File: src/rtl/riscv_lsu_pkg.sv
// Shared definitions for the RV32I load/store unit: funct3 encodings,
// FSM state type and the size/direction legality helper.
package riscv_lsu_pkg;

  // funct3 encodings of the access size
  localparam logic [2:0] LDST_B  = 3'b000;
  localparam logic [2:0] LDST_H  = 3'b001;
  localparam logic [2:0] LDST_W  = 3'b010;
  localparam logic [2:0] LDST_BU = 3'b100;
  localparam logic [2:0] LDST_HU = 3'b101;

  typedef enum logic [1:0] {
    IDLE     = 2'd0,
    LOAD_WB  = 2'd1,
    STORE_WR = 2'd2
  } lsu_state_t;

  // Unsigned sizes exist only for loads; everything else is undefined.
  function automatic logic size_legal(input logic we, input logic [2:0] size);
    logic ok;
    ok = 1'b0;
    case (size)
      LDST_B, LDST_H, LDST_W: ok = 1'b1;
      LDST_BU, LDST_HU:       ok = !we;
      default:                ok = 1'b0;
    endcase
    return ok;
  endfunction

endpackage

File: src/rtl/riscv_lsu_if.sv
// Core-side request/response and memory-side bus of the load/store unit.
//
// Handshake: the core raises lsu_req_i with all lsu_* inputs valid and keeps
// them stable; the request completes in the cycle where lsu_req_i=1 and
// lsu_stall_req_o=0. lsu_data_o/lsu_fault_o are meaningful only in that
// completion cycle. data_rdata_i must be combinational from data_addr_o and
// memory writes data_wdata_o on the clock edge where data_we_o is high.
interface riscv_lsu_if;
  logic        lsu_req_i;
  logic        lsu_we_i;
  logic [2:0]  lsu_size_i;
  logic [31:0] lsu_addr_i;
  logic [31:0] lsu_data_i;
  logic [31:0] lsu_data_o;
  logic        lsu_stall_req_o;
  logic        lsu_fault_o;
  logic [31:0] data_addr_o;
  logic [31:0] data_wdata_o;
  logic        data_we_o;
  logic [31:0] data_rdata_i;

  // LSU side
  modport slave (
    input  lsu_req_i, lsu_we_i, lsu_size_i, lsu_addr_i, lsu_data_i, data_rdata_i,
    output lsu_data_o, lsu_stall_req_o, lsu_fault_o, data_addr_o, data_wdata_o, data_we_o
  );

  // Core plus memory side
  modport master (
    output lsu_req_i, lsu_we_i, lsu_size_i, lsu_addr_i, lsu_data_i, data_rdata_i,
    input  lsu_data_o, lsu_stall_req_o, lsu_fault_o, data_addr_o, data_wdata_o, data_we_o
  );
endinterface

File: src/rtl/riscv_lsu_byte_lane.sv
// Combinational byte-lane logic: load lane extract with sign/zero extension,
// store lane merge into a read word, and the misalignment check.
module lsu_byte_lane
  import riscv_lsu_pkg::*;
(
  input  logic [2:0]  size,
  input  logic [1:0]  offset,
  input  logic [31:0] word,
  input  logic [15:0] store_data,
  output logic [31:0] load_data,
  output logic [31:0] merge_data,
  output logic        misaligned
);

  logic [31:0] shifted;

  // Shift the addressed lane down to bit 0, then extend by access type
  always_comb begin
    shifted   = word >> {offset, 3'b000};
    load_data = '0;
    case (size)
      LDST_B:  load_data = {{24{shifted[7]}}, shifted[7:0]};
      LDST_BU: load_data = {24'h0, shifted[7:0]};
      LDST_H:  load_data = {{16{shifted[15]}}, shifted[15:0]};
      LDST_HU: load_data = {16'h0, shifted[15:0]};
      LDST_W:  load_data = word;
      default: load_data = '0;
    endcase
  end

  // Replace only the addressed lane(s); the other bytes keep the read value
  always_comb begin
    merge_data = word;
    case (size)
      LDST_B:  merge_data[{offset, 3'b000} +: 8] = store_data[7:0];
      LDST_H:  merge_data[{offset[1], 4'b0000} +: 16] = store_data;
      default: merge_data = word;
    endcase
  end

  // Halves need an even offset, words a zero offset
  always_comb begin
    misaligned = ((size[1:0] == 2'b01) && offset[0]) ||
                 ((size[1:0] == 2'b10) && (offset != 2'b00));
  end

endmodule

File: src/rtl/riscv_lsu.sv
// RV32I load/store unit: turns byte/half/word requests into word accesses,
// uses read-modify-write for sub-word stores, and stalls the core meanwhile.
module riscv_lsu
  import riscv_lsu_pkg::*;
#(
  parameter logic [31:0] BASE_ADDR  = 32'h88000000,
  parameter int          SIZE_BYTES = 1024
) (
  input  logic          clk_i,
  input  logic          rst_i,
  riscv_lsu_if.slave    bus,
  output lsu_state_t    state_o
);

  lsu_state_t  state, state_next;
  logic [31:0] cap_word;
  logic        cap_en;
  logic [31:0] win_off;
  logic        in_window;
  logic        misaligned;
  logic        legal;
  logic [31:0] load_data;
  logic [31:0] merge_data;

  logic [31:0] data_o;
  logic        stall;
  logic        fault;
  logic        we;
  logic [31:0] wdata;

  lsu_byte_lane u_lane (
    .size       (bus.lsu_size_i),
    .offset     (bus.lsu_addr_i[1:0]),
    .word       (cap_word),
    .store_data (bus.lsu_data_i[15:0]),
    .load_data  (load_data),
    .merge_data (merge_data),
    .misaligned (misaligned)
  );

  // Unsigned offset compare also rejects addresses below the window (wraps high)
  always_comb begin
    win_off   = bus.lsu_addr_i - BASE_ADDR;
    in_window = (win_off < 32'(SIZE_BYTES));
    legal     = size_legal(bus.lsu_we_i, bus.lsu_size_i) && !misaligned && in_window;
  end

  // State register; reset discards any pending read-modify-write
  always_ff @(posedge clk_i or posedge rst_i) begin
    if (rst_i) state <= IDLE;
    else       state <= state_next;
  end

  // Capture the memory word read in the first cycle of a load or sub-word store
  always_ff @(posedge clk_i or posedge rst_i) begin
    if (rst_i)       cap_word <= '0;
    else if (cap_en) cap_word <= bus.data_rdata_i;
  end

  // Next state and all handshake/memory outputs; everything is quiet in reset
  always_comb begin
    state_next = state;
    cap_en     = 1'b0;
    data_o     = '0;
    stall      = 1'b0;
    fault      = 1'b0;
    we         = 1'b0;
    wdata      = '0;
    if (!rst_i) begin
      case (state)
        IDLE: begin
          if (bus.lsu_req_i) begin
            if (!legal) begin
              fault = 1'b1;
            end else if (!bus.lsu_we_i) begin
              stall      = 1'b1;
              cap_en     = 1'b1;
              state_next = LOAD_WB;
            end else if (bus.lsu_size_i == LDST_W) begin
              we    = 1'b1;
              wdata = bus.lsu_data_i;
            end else begin
              stall      = 1'b1;
              cap_en     = 1'b1;
              state_next = STORE_WR;
            end
          end
        end
        LOAD_WB: begin
          state_next = IDLE;
          if (bus.lsu_req_i) data_o = load_data;
        end
        STORE_WR: begin
          state_next = IDLE;
          if (bus.lsu_req_i) begin
            we    = 1'b1;
            wdata = merge_data;
          end
        end
        default: state_next = IDLE;
      endcase
    end
  end

  assign bus.data_addr_o     = bus.lsu_req_i ? {bus.lsu_addr_i[31:2], 2'b00} : 32'h0;
  assign bus.lsu_data_o      = data_o;
  assign bus.lsu_stall_req_o = stall;
  assign bus.lsu_fault_o     = fault;
  assign bus.data_we_o       = we;
  assign bus.data_wdata_o    = wdata;
  assign state_o             = state;

endmodule

File: src/flat_wrapper.sv
// flat-port wrapper written by rule: the top's interface ports become plain ports
module riscv_lsu_flat import riscv_lsu_pkg::*;
#(
  parameter logic [31:0] BASE_ADDR  = 32'h88000000,
  parameter int          SIZE_BYTES = 1024
)
  (clk_i, rst_i, state_o, bus_lsu_req_i, bus_lsu_we_i, bus_lsu_size_i, bus_lsu_addr_i, bus_lsu_data_i, bus_data_rdata_i, bus_lsu_data_o, bus_lsu_stall_req_o, bus_lsu_fault_o, bus_data_addr_o, bus_data_wdata_o, bus_data_we_o);
  riscv_lsu_if bus_i ();
  input  logic clk_i;
  input  logic rst_i;
  output lsu_state_t state_o;
  input wire logic [$bits(bus_i.lsu_req_i)-1:0] bus_lsu_req_i;
  input wire logic [$bits(bus_i.lsu_we_i)-1:0] bus_lsu_we_i;
  input wire logic [$bits(bus_i.lsu_size_i)-1:0] bus_lsu_size_i;
  input wire logic [$bits(bus_i.lsu_addr_i)-1:0] bus_lsu_addr_i;
  input wire logic [$bits(bus_i.lsu_data_i)-1:0] bus_lsu_data_i;
  input wire logic [$bits(bus_i.data_rdata_i)-1:0] bus_data_rdata_i;
  output wire logic [$bits(bus_i.lsu_data_o)-1:0] bus_lsu_data_o;
  output wire logic [$bits(bus_i.lsu_stall_req_o)-1:0] bus_lsu_stall_req_o;
  output wire logic [$bits(bus_i.lsu_fault_o)-1:0] bus_lsu_fault_o;
  output wire logic [$bits(bus_i.data_addr_o)-1:0] bus_data_addr_o;
  output wire logic [$bits(bus_i.data_wdata_o)-1:0] bus_data_wdata_o;
  output wire logic [$bits(bus_i.data_we_o)-1:0] bus_data_we_o;
  assign bus_i.lsu_req_i = bus_lsu_req_i;
  assign bus_i.lsu_we_i = bus_lsu_we_i;
  assign bus_i.lsu_size_i = bus_lsu_size_i;
  assign bus_i.lsu_addr_i = bus_lsu_addr_i;
  assign bus_i.lsu_data_i = bus_lsu_data_i;
  assign bus_i.data_rdata_i = bus_data_rdata_i;
  assign bus_lsu_data_o = bus_i.lsu_data_o;
  assign bus_lsu_stall_req_o = bus_i.lsu_stall_req_o;
  assign bus_lsu_fault_o = bus_i.lsu_fault_o;
  assign bus_data_addr_o = bus_i.data_addr_o;
  assign bus_data_wdata_o = bus_i.data_wdata_o;
  assign bus_data_we_o = bus_i.data_we_o;
  riscv_lsu #(.BASE_ADDR(BASE_ADDR), .SIZE_BYTES(SIZE_BYTES)) u_core (.clk_i(clk_i), .rst_i(rst_i), .bus(bus_i), .state_o(state_o));
endmodule
File: config.mk
export PLATFORM = sky130hd
export DESIGN_NAME = riscv_lsu_flat
export DESIGN_NICKNAME = d
export VERILOG_FILES = /design/src/rtl/riscv_lsu_pkg.sv /design/src/rtl/riscv_lsu_if.sv /design/src/rtl/riscv_lsu_byte_lane.sv /design/src/rtl/riscv_lsu.sv /design/src/flat_wrapper.sv
export SDC_FILE = /design/constraint.sdc
export NUM_CORES = 1
export LEC_CHECK = 0
export ABC_AREA = 1
export CAP_MARGIN = 0
export CORE_MARGIN = 2
export CORE_UTILIZATION = 50
export DETAILED_ROUTE_END_ITERATION = 10
export PLACE_DENSITY = 0.89
export SYNTH_ARGS = -nofsm -noshare
export SYNTH_HDL_FRONTEND = slang
export SYNTH_HIERARCHICAL = 1
export SYNTH_SLANG_ARGS = --single-unit
File: constraint.sdc
create_clock -name clk_i -period 7.3 [get_ports clk_i]
set_input_delay 1.46 -clock clk_i [delete_from_list [all_inputs] [get_ports clk_i]]
set_output_delay 1.46 -clock clk_i [all_outputs]
set_load 0.02 [all_outputs]
==> results.json, run 1 <==
{
  "worstPathBufferInverterCount": 6,
  "synth_top_area_cell": "nand2_1",
  "root_buffer": "clkbuf_8",
  "hold_class": "reg2reg",
  "finalCriticalPeriod_ns": 6.597,
  "cts_buffers": 5,
  "synth_top_area_share_pct": 27.42,
  "worstSetupEndpointType": "primary output",
  "synth_top_family_by_area": "simple AND/OR/NAND/NOR gates",
  "crit_cells": 13,
  "tightest_slew_ns": 1.196,
  "gp_congestion": 0.9805,
  "fp.dieArea_um2": 11800,
  "ant_nets": 0,
  "fin_ws_ns": 0.7029,
  "critPathTopFamily": "buffers and inverters",
  "numClockSinks": 34,
  "first_pass_iters": 6,
  "grt_pass1_wl_um": 31510,
  "finalCritPeriodShare_pct": 90.37,
  "run_status": "finished, final reports clean",
  "dieWidth_um": 108.6,
  "critPathArrivalTime_ns": 5.14,
  "synth-seq-cells": 34,
  "cts_setup_buffers": 0,
  "cts_resized": 0,
  "hold_viol": 0,
  "multiInputGateArea_um2": 3806,
  "antennaDiodeCount": 0,
  "wl_um": 20160,
  "ys_seq_area_share_pct": 15.54,
  "r2r-start": "u_core/state_o[0]$_DFFE_PP0P_",
  "crit_required_ns": 5.84,
  "die_h_um": 108.6,
  "layout_commonest_cell": "nand2_1",
  "leakage_uw": 0.003599,
  "wl_per_cell_um": 15.44,
  "register_area_um2": 850.8,
  "yosysWarnings": 6,
  "htree_num_levels": 2,
  "drt_iter0_drc": 968,
  "row_count": 38,
  "slowest_delay_ns": 0.70,
  "r2r_end": "u_core/cap_word[18]$_DFFE_PP0P_",
  "core_um2": 10750,
  "cts_buffer_depth": 2,
  "drc": 0,
  "vias": 7247,
  "synth.cell_area_um2": 5475,
  "start_util_pct": 50.95,
  "cp_cell_sequence": "clkdlybuf4s50_1 -> inv_2 -> ha_1 -> o22ai_1 -> inv_1 -> nand2_1 -> nor2_1 -> nand2_1 -> nor2_4 -> buf_4 -> nand3_4 -> clkinv_2 -> clkdlybuf4s50_1",
  "r2r_cells": 7,
  "antenna_found_initial": 0,
  "synth_cell_types": 32,
  "regToRegSetupSlack_ns": 5.32,
  "postCtsHoldBufs": 0,
  "io_buffers": 201,
  "cpMaxStageDelayCell": "clkdlybuf4s50_1",
  "startpoint_type": "input port",
  "cts_tree": "yes",
  "final_max_slew_viol_count": 0,
  "drv_cap": 0,
  "synth-compound-area-share_pct": 8.935,
  "crit_fanout": 35,
  "post-place-ws_ns": 0.7662,
  "setup_viol": 0,
  "finalHoldWorstSlack_ns": 0.6069,
  "critPathKind": "in2out",
  "fillCellCount": 1005,
  "finClkSkew_ns": 0.002268,
  "peakVddDrop_v": 0.0001123,
  "ios": 204,
  "drive_gt1_share_pct": 5.317,
  "synth-simple-area-share_pct": 58.96,
  "clkTransAtPathRegs_ns": 0.07,
  "cp-endpoint": "bus_lsu_stall_req_o",
  "p_per_area_nw_per_um2": 80.03,
  "max_slew_margin_pct": 20.10,
  "synth_area_leaders": "nand2_1, dfrtp_1, nand3_1",
  "grt.total_usage_pct": 32.91,
  "viasPerCell": 5.549,
  "synth_xor_area_share_pct": 0,
  "grt_pass1_vias": 6378,
  "grt_setup_unrepaired": "no",
  "insertion_delay_ns": 0.28,
  "cp-startpoint": "bus_lsu_addr_i[0]",
  "fin_nets": 1275,
  "synthAdderAreaFrac_pct": 1.371,
  "syn_inst": 1024,
  "total_power_uw": 594.2,
  "syn_to_final_growth_pct": 35.60,
  "hpwl_um": 14530,
  "fmax_ghz": 0.1516,
  "grt_overflow": 0,
  "grt_max_degree": 65,
  "layout_common_cells": "nand2_1, clkdlybuf4s50_1, nor2_1",
  "fin_setup_tns_ns": 0,
  "syn_area_per_cell_um2": 5.347,
  "muxShareOfSynthArea_pct": 0
}
## layer usage
layer,global-route usage [%],share of wire [%]
met1,46.03,41
met2,53.17,46
met3,4.065,11
met4,9.707,2.3
met5,0,0
## cell families after synthesis
group / Yosys count
AND/OR/NAND/NOR: 709
buffers and inverters: 181
AO/OA/AOI/OAI: 93
flip-flops: 34
adder cells (fa/ha/maj): 6
other: 1
## stage by stage
step | utilization, % | instances | instance area [um2]
after CTS | 69.10 | 1306 | 7425
final | 69.10 | 1306 | 7425
after global placement | 68.05 | 1299 | 7312
after detailed placement | 68.05 | 1299 | 7312
after floorplan | - | 1025 | 5479
after global routing | 69.10 | 1306 | 7425
## worst min-delay path by stage
stage	from	slack, ns	to	cells past startpoint
3_5_place_dp	u_core/cap_word[2]$_DFFE_PP0P_	0.58	u_core/cap_word[2]$_DFFE_PP0P_	2
5_1_grt	u_core/cap_word[2]$_DFFE_PP0P_	0.62	u_core/cap_word[2]$_DFFE_PP0P_	2
2_1_floorplan	u_core/cap_word[9]$_DFFE_PP0P_	0.51	u_core/cap_word[9]$_DFFE_PP0P_	2
4_1_cts	u_core/cap_word[2]$_DFFE_PP0P_	0.59	u_core/cap_word[2]$_DFFE_PP0P_	2
6_report	u_core/cap_word[2]$_DFFE_PP0P_	0.61	u_core/cap_word[2]$_DFFE_PP0P_	2
3_3_place_gp	u_core/cap_word[2]$_DFFE_PP0P_	0.58	u_core/cap_word[2]$_DFFE_PP0P_	2
## layout make-up
cell class,count,area share (%)
multi-input combinational,810,51.26
timing repair buffer,212,28.14
sequential,34,11.46
inverter,103,5.258
tap,140,2.359
clock buffer,6,1.112
clock inverter,1,0.4044
## flip-flops by register name (all words and copies together), names as in the netlist
signal           cells
u_core/cap_word     32
u_core/state_o       2
## cells in the mapped netlist (all sizes together)
cell type and count:
nand2 403, nand3 121, nor2 111, inv 100, a21oi 58, buf 54, nand4 40, dfrtp 34
nor3b 32, clkbuf 24, o21ai 24, o211ai 8, ha 6, clkinv 3, o22ai 3, nor3 2
conb 1
## report_power, final
group	internal, uW	switching, uW	total [uW]
combinational	99.6	132	231
sequential	188	0.000600	188
clock	109	65.5	175
## tightest hold or removal path: cells and delay by family, from the launching register on
kind,cells,cell delay (ns)
DFF,1,0.44
and+or+nand+nor,2,0.14
No activity file was read; power rests on OpenSTA's default activity.
==> run 2, diff against run 1 <==
--- a/config.mk
+++ b/config.mk
@@ -10,7 +10,9 @@
 export CORE_MARGIN = 2
 export CORE_UTILIZATION = 50
 export DETAILED_ROUTE_END_ITERATION = 10
+export HOLD_SLACK_MARGIN = 0.12
 export PLACE_DENSITY = 0.89
+export SLEW_MARGIN = 10
 export SYNTH_ARGS = -nofsm -noshare
 export SYNTH_HDL_FRONTEND = slang
 export SYNTH_HIERARCHICAL = 1
==> results of run 2 <==
No change in the layout: final DEF, timing and power equal those of run 1.
